==> config.mk <==
export PLATFORM = sky130hd
export DESIGN_NAME = dptr_bank
export DESIGN_NICKNAME = d
export VERILOG_FILES = /design/src/rtl/dptr_bank_pkg.sv /design/src/rtl/dptr_step.sv /design/src/rtl/dptr_bank.sv
export SDC_FILE = /design/constraint.sdc
export NUM_CORES = 1
export LEC_CHECK = 0
export ABC_AREA = 0
export CAP_MARGIN = 20
export CORE_MARGIN = 2
export CORE_UTILIZATION = 47
export CTS_CLUSTER_DIAMETER = 50
export DETAILED_ROUTE_END_ITERATION = 16
export HOLD_SLACK_MARGIN = 0.15
export PLACE_DENSITY = 0.76
export SLEW_MARGIN = 20
export SYNTH_ARGS = -nofsm -noshare
export SYNTH_HDL_FRONTEND = slang
export SYNTH_SLANG_ARGS = --single-unit
==> constraint.sdc <==
create_clock -name clock -period 3.4 [get_ports clock]
set_input_delay 0.68 -clock clock [delete_from_list [all_inputs] [get_ports clock]]
set_output_delay 0.68 -clock clock [all_outputs]
set_load 0.05 [all_outputs]
==> src/rtl/dptr_bank_pkg.sv <==
// dptr_bank shared definitions.
// SFR addresses, DPS bit positions and the DPS register layout.
package dptr_bank_pkg;

  localparam logic [7:0] SFR_DPTR_LO = 8'h82;
  localparam logic [7:0] SFR_DPTR_HI = 8'h83;
  localparam logic [7:0] SFR_DPS     = 8'h86;

  localparam int DPS_AUTO = 7;
  localparam int DPS_DIR  = 6;
  localparam int DPS_TSL  = 5;

  typedef struct packed {
    logic       auto_inc;
    logic       dir;
    logic       tsl;
    logic [1:0] sel;
  } dps_t;

  function automatic logic [7:0] dps_pack(input dps_t d);
    return {d.auto_inc, d.dir, d.tsl, 3'b000, d.sel};
  endfunction

endpackage

==> src/rtl/dptr_step.sv <==
// 16-bit +1/-1 with carry/borrow rippled from low byte into high byte.
// Wraps at both ends; no flags.
module dptr_step (
  input  logic [15:0] val_i,
  input  logic        dec_i,
  output logic [15:0] res_o
);

  logic [7:0] lo;
  logic [7:0] hi;
  logic       cy;

  always_comb begin
    cy = dec_i ? (val_i[7:0] == 8'h00)
               : (val_i[7:0] == 8'hFF);
    lo = dec_i ? val_i[7:0] - 8'd1
               : val_i[7:0] + 8'd1;
    hi = val_i[15:8];
    if (cy) begin
      hi = dec_i ? val_i[15:8] - 8'd1
                 : val_i[15:8] + 8'd1;
    end
    res_o = {hi, lo};
  end

endmodule

==> src/rtl/dptr_bank.sv <==
// Bank of NUM_DPTR data pointers with DPS select/mode SFR.
// The active pointer drives dptr; one pointer action per cycle.
module dptr_bank
  import dptr_bank_pkg::*;
#(
  parameter int         NUM_DPTR = 2,
  parameter logic [7:0] ADDR_DPL = SFR_DPTR_LO,
  parameter logic [7:0] ADDR_DPH = SFR_DPTR_HI,
  parameter logic [7:0] ADDR_DPS = SFR_DPS
) (
  input  logic        clock,
  input  logic        reset,
  input  logic [7:0]  sfr_addr,
  input  logic        sfr_wr,
  input  logic [7:0]  sfr_wdata,
  output logic [7:0]  sfr_rdata,
  output logic        sfr_hit,
  input  logic        ld16,
  input  logic [15:0] ld_data,
  input  logic        inc,
  input  logic        movx_done,
  output logic [15:0] dptr,
  output logic [7:0]  dps
);

  localparam logic [1:0] SEL_MAX = 2'(NUM_DPTR - 1);
  localparam logic [2:0] NUM3    = 3'(NUM_DPTR);

  logic [15:0] ptr_q [NUM_DPTR];
  logic [15:0] ptr_d [NUM_DPTR];
  dps_t        dps_q;
  dps_t        dps_d;

  logic [15:0] cur;
  logic [15:0] step_val;
  logic [15:0] new_val;
  logic        ptr_we;
  logic        step_dec;
  logic        dpl_wr;
  logic        dph_wr;
  logic        dps_wr;
  logic [1:0]  sel_nx;

  assign dpl_wr = sfr_wr && (sfr_addr == ADDR_DPL);
  assign dph_wr = sfr_wr && (sfr_addr == ADDR_DPH);
  assign dps_wr = sfr_wr && (sfr_addr == ADDR_DPS);

  always_comb begin
    cur = '0;
    for (int i = 0; i < NUM_DPTR; i++) begin
      if (dps_q.sel == 2'(i)) cur = ptr_q[i];
    end
  end

  // INC DPTR always counts up; only MOVX auto-step honours DIR
  assign step_dec = inc ? 1'b0 : dps_q.dir;

  dptr_step u_step (
    .val_i (cur),
    .dec_i (step_dec),
    .res_o (step_val)
  );

  always_comb begin
    ptr_we  = 1'b1;
    new_val = cur;
    if (ld16) begin
      new_val = ld_data;
    end else if (dpl_wr) begin
      new_val = {cur[15:8], sfr_wdata};
    end else if (dph_wr) begin
      new_val = {sfr_wdata, cur[7:0]};
    end else if (inc || (movx_done && dps_q.auto_inc)) begin
      new_val = step_val;
    end else begin
      ptr_we = 1'b0;
    end
    for (int i = 0; i < NUM_DPTR; i++) begin
      ptr_d[i] = (ptr_we && dps_q.sel == 2'(i))
               ? new_val : ptr_q[i];
    end
  end

  assign sel_nx = (dps_q.sel == SEL_MAX) ? 2'd0
                : dps_q.sel + 2'd1;

  always_comb begin
    dps_d = dps_q;
    if (dps_wr) begin
      dps_d.auto_inc = sfr_wdata[DPS_AUTO];
      dps_d.dir      = sfr_wdata[DPS_DIR];
      dps_d.tsl      = sfr_wdata[DPS_TSL];
      if ({1'b0, sfr_wdata[1:0]} < NUM3) begin
        dps_d.sel = sfr_wdata[1:0];
      end
    end else if (movx_done && dps_q.tsl) begin
      dps_d.sel = sel_nx;
    end
  end

  always_ff @(posedge clock) begin
    if (reset) begin
      for (int i = 0; i < NUM_DPTR; i++) begin
        ptr_q[i] <= '0;
      end
      dps_q <= '0;
    end else begin
      for (int i = 0; i < NUM_DPTR; i++) begin
        ptr_q[i] <= ptr_d[i];
      end
      dps_q <= dps_d;
    end
  end

  assign dptr = cur;
  assign dps  = dps_pack(dps_q);

  assign sfr_hit = (sfr_addr == ADDR_DPL)
                || (sfr_addr == ADDR_DPH)
                || (sfr_addr == ADDR_DPS);

  always_comb begin
    sfr_rdata = '0;
    if (sfr_addr == ADDR_DPL) begin
      sfr_rdata = cur[7:0];
    end else if (sfr_addr == ADDR_DPH) begin
      sfr_rdata = cur[15:8];
    end else if (sfr_addr == ADDR_DPS) begin
      sfr_rdata = dps_pack(dps_q);
    end
  end

endmodule
==> key figures <==
Timing
  • Hold WS: 0.501 ns
  • Max-slew violation count: 0
  • Fmax: 308 MHz
  • Fin. Hold Viols: 0
  • Max_slew headroom: 0.452
  • Final Skew: 0.00598 ns
  • Minimum clock period: 3.25 ns
  • Unrepaired setup endpoints after global routing: no
  • Finish-stage setup viols: 0
  • Final Cycle Share: 0.955
  • Least-Margin Pin Slew: 0.819 ns

Synthesis
  • #FFs+latches synth: 37
  • Seq/Total Area, Yosys: 0.228
  • Cells after Synth: 441
  • EDFF count, synth: 0
  • Netlist cell types: 67
  • Async S/R FF share, synth: 0
  • Synth warnings: 0
  • Syn_area_per_cell: 7.38 µm²
  • Most used DFF post-synth: dfxtp_1
  • Synthesized area: 0.00325 mm²

Placement
  • DP HPWL: 9.13 mm
  • GPL Wtd Cong: 0.954
  • PortBufs: 67
  • Placed Instances: 603

Worst setup path
  • Kind of end point of the critical path: primary output
  • Worst path slowest cell: clkdlybuf4s50_1
  • CP Buf/Inv Count: 2
  • CP max FO: 14
  • Crit Path Class: reg2out
  • CP max stage delay: 0.75 ns
  • Crit start category: flip-flop
  • Worst path arrival time: 2.57 ns
  • Critical path cell sequence: buf_4 -> mux2i_1 -> nor2_1 -> clkdlybuf4s50_1
  • Worst Path Required: 2.72 ns
  • Top delay family on crit path: buffers and inverters

Finish
  • Commonest non-fill, non-tap cell in the layout: nor2_1
  • Antenna fix cells: 0
  • Share of layout cells above drive strength 1: 0.169
  • Register area: 743 µm²
  • Final Net Count: 582
  • Finished Layout Cells: 613
  • Syn-to-layout area delta: 37.8%
  • # fillers: 614
  • Commonest cells after routing, fill and taps aside: nor2_1 (61), clkdlybuf4s50_1 (57), buf_4 (48)
  • Area of the multi-input gates: 0.00233 mm²

Floorplan
  • Full die area: 0.00761 mm²
  • Rows: 30
  • I/O pins: 71
  • Die Ht: 87.2 µm
  • Core box area: 0.00676 mm²
  • Starting Density: 0.482
  • Die W: 87.2 µm

GRT
  • Initial antenna violation count: 0
  • All-layer global routing usage: 0.317
  • First-pass GRT wire length: 18.7 mm
  • Grt ovf: 0
  • Largest net degree at the start of global routing: 26
  • Number of global-route vias before repair: 3632

Routing
  • DR vias: 3816
  • DR WL/cell: 19.1 µm
  • Final wirelength: 11.7 mm
  • DR vias/cell: 6.23
  • Drt first pass iters: 5
  • Routed Antenna Nets: 0
  • First DRT Iteration DRCs: 338
  • DRC viols: 0

Power and ir drop
  • Switch share: 0.349
  • Part of the power in the clock network: 0.285
  • Static leakage: 1.76 nW
  • Internal: 0.797 mW
  • Peak VDD IR: 0.215 mV
  • Sequential share of power: 0.379
  • Comb pwr share: 0.336
  • Power per cell area: 273 mW/mm²
  • Sw Pwr: 0.427 mW

CTS
  • TritonCTS buffer count: 5
  • Clock Latency Late Sink: 0.30 ns
  • CTS clock-pin slew for the worst setup and hold paths: 0.08 ns
  • Number of H-tree levels: 2
  • CTS tree: done
  • Hold Buf Count CTS: 0
  • Root buf cell: clkbuf_8
  • Clk buf depth: 2
  • Clock Sinks: 37

Run
  • Maxcap violations: 0

Run status
  • Status: complete, no violations

Worst hold path
  • Hold Crit Class: reg2reg
[through the flow]
step | power, mW | util | TNS (ns) | setup slack [ns] | area (µm²)
after floorplan | 0.710 | - | -0.135 | -0.0673 | 3300
after detailed placement | 0.877 | 0.646 | -0.904 | -0.111 | 4370
after global placement | 0.872 | 0.646 | -0.129 | -0.0290 | 4370
after CTS | 1.22 | 0.661 | 0 | 0.175 | 4470
after global routing | 1.27 | 0.664 | 0 | 0.0488 | 4480
final | 1.22 | 0.664 | 0 | 0.152 | 4480
[cell families (layout without fill, tap and decap cells)]
group,count (synthesis),in the layout,synth area share
AND/OR/NAND/NOR,175,175,0.273
AO/OA/AOI/OAI,132,132,0.274
buffers and inverters,48,138,0.0665
flip-flops,37,37,0.228
multiplexers,24,24,0.0738
adder cells (fa/ha/maj),14,14,0.0569
XOR/XNOR,10,10,0.0269
other,1,3,0.00115
[repair_timing]
| item | CTS | global route |
|---|---|---|
| endpoints found under the hold margin | 0 | 0 |
| gates resized for setup | 0 | 2 |
| setup endpoints to repair | 0 | 5 |
| setup buffers | 0 | 2 |
[synth_stat cells, drive strengths merged (3+ instances only)]
library cell | count | share of area
nand3b | 11 | 0.025
inv | 13 | 0.015
a31oi | 8 | 0.015
buf | 15 | 0.028
nor4 | 4 | 0.0077
a21o | 5 | 0.012
dfxtp | 37 | 0.23
nand2 | 25 | 0.029
mux2i | 24 | 0.074
xnor2 | 7 | 0.019
nor2 | 69 | 0.081
clkbuf | 19 | 0.022
o21ai | 26 | 0.042
a2111oi | 4 | 0.011
nor3 | 23 | 0.035
a211oi | 16 | 0.038
a311oi | 8 | 0.023
a21oi | 38 | 0.058
o211ai | 4 | 0.0092
ha | 10 | 0.038
nor3b | 5 | 0.012
and2 | 5 | 0.0096
or3 | 4 | 0.0077
xor2 | 3 | 0.0081
nand3 | 11 | 0.017
or4 | 3 | 0.0081
a221oi | 3 | 0.010
[power by group through the flow]
stage | Clock [mW] | Combinational (mW) | Sequential [mW]
final | 0.348 | 0.412 | 0.464
after global placement | 0 | 0.400 | 0.472
after floorplan | 0 | 0.241 | 0.469
after detailed placement | 0 | 0.404 | 0.473
after global routing | 0.365 | 0.439 | 0.466
after CTS | 0.350 | 0.406 | 0.463
[metal layers]
layer / GRT usage / wire length, µm / up-vias / share of wire
met5: 0 / 0 / - / 0
li1: - / - / 1803 / -
met1: 0.417 / 4940 / 1818 / 0.42
met4: 0.105 / 356 / 0 / 0.030
met3: 0.0351 / 734 / 31 / 0.063
met2: 0.539 / 5700 / 164 / 0.49
[worst reg2reg max path, cell delays in order (launching register included)]
cell and delay [ns]:
dfxtp_2 0.59, buf_4 0.25, mux2i_1 0.37, nor2_2 0.09
ha_1 0.32, a211oi_1 0.30, nand2_1 0.08, or3_1 0.30
nand3_1 0.14, mux2i_1 0.20, a211oi_1 0.07, buf_4 0.15
a211oi_1 0.21
[flip-flops by register name, indices dropped and copies added, names as in the netlist]
name / flops
dps: 5
ptr_q: 32
[final cells by class]
cell class	instances	area share
multi-input combinational	358	0.521
timing repair buffer	116	0.257
sequential	37	0.166
tap	80	0.0223
clock buffer	7	0.0215
inverter	14	0.0117
clock inverter	1	0.00112
[path summary, 6_finish.rpt]
path / start / end / slack [ns] / cells after the start
hold / removal: ptr_q[0][8]$_SDFFE_PP0P_ / ptr_q[0][8]$_SDFFE_PP0P_ / 0.50 / 2
setup reg to reg: dps[0]$_SDFFE_PP0P_ / ptr_q[0][7]$_SDFFE_PP0P_ / 0.25 / 12
setup / recovery: dps[0]$_SDFFE_PP0P_ / dptr[3] / 0.15 / 4
hold reg to reg: ptr_q[0][8]$_SDFFE_PP0P_ / ptr_q[0][8]$_SDFFE_PP0P_ / 0.50 / 2
(Power assumes the default switching activity.)
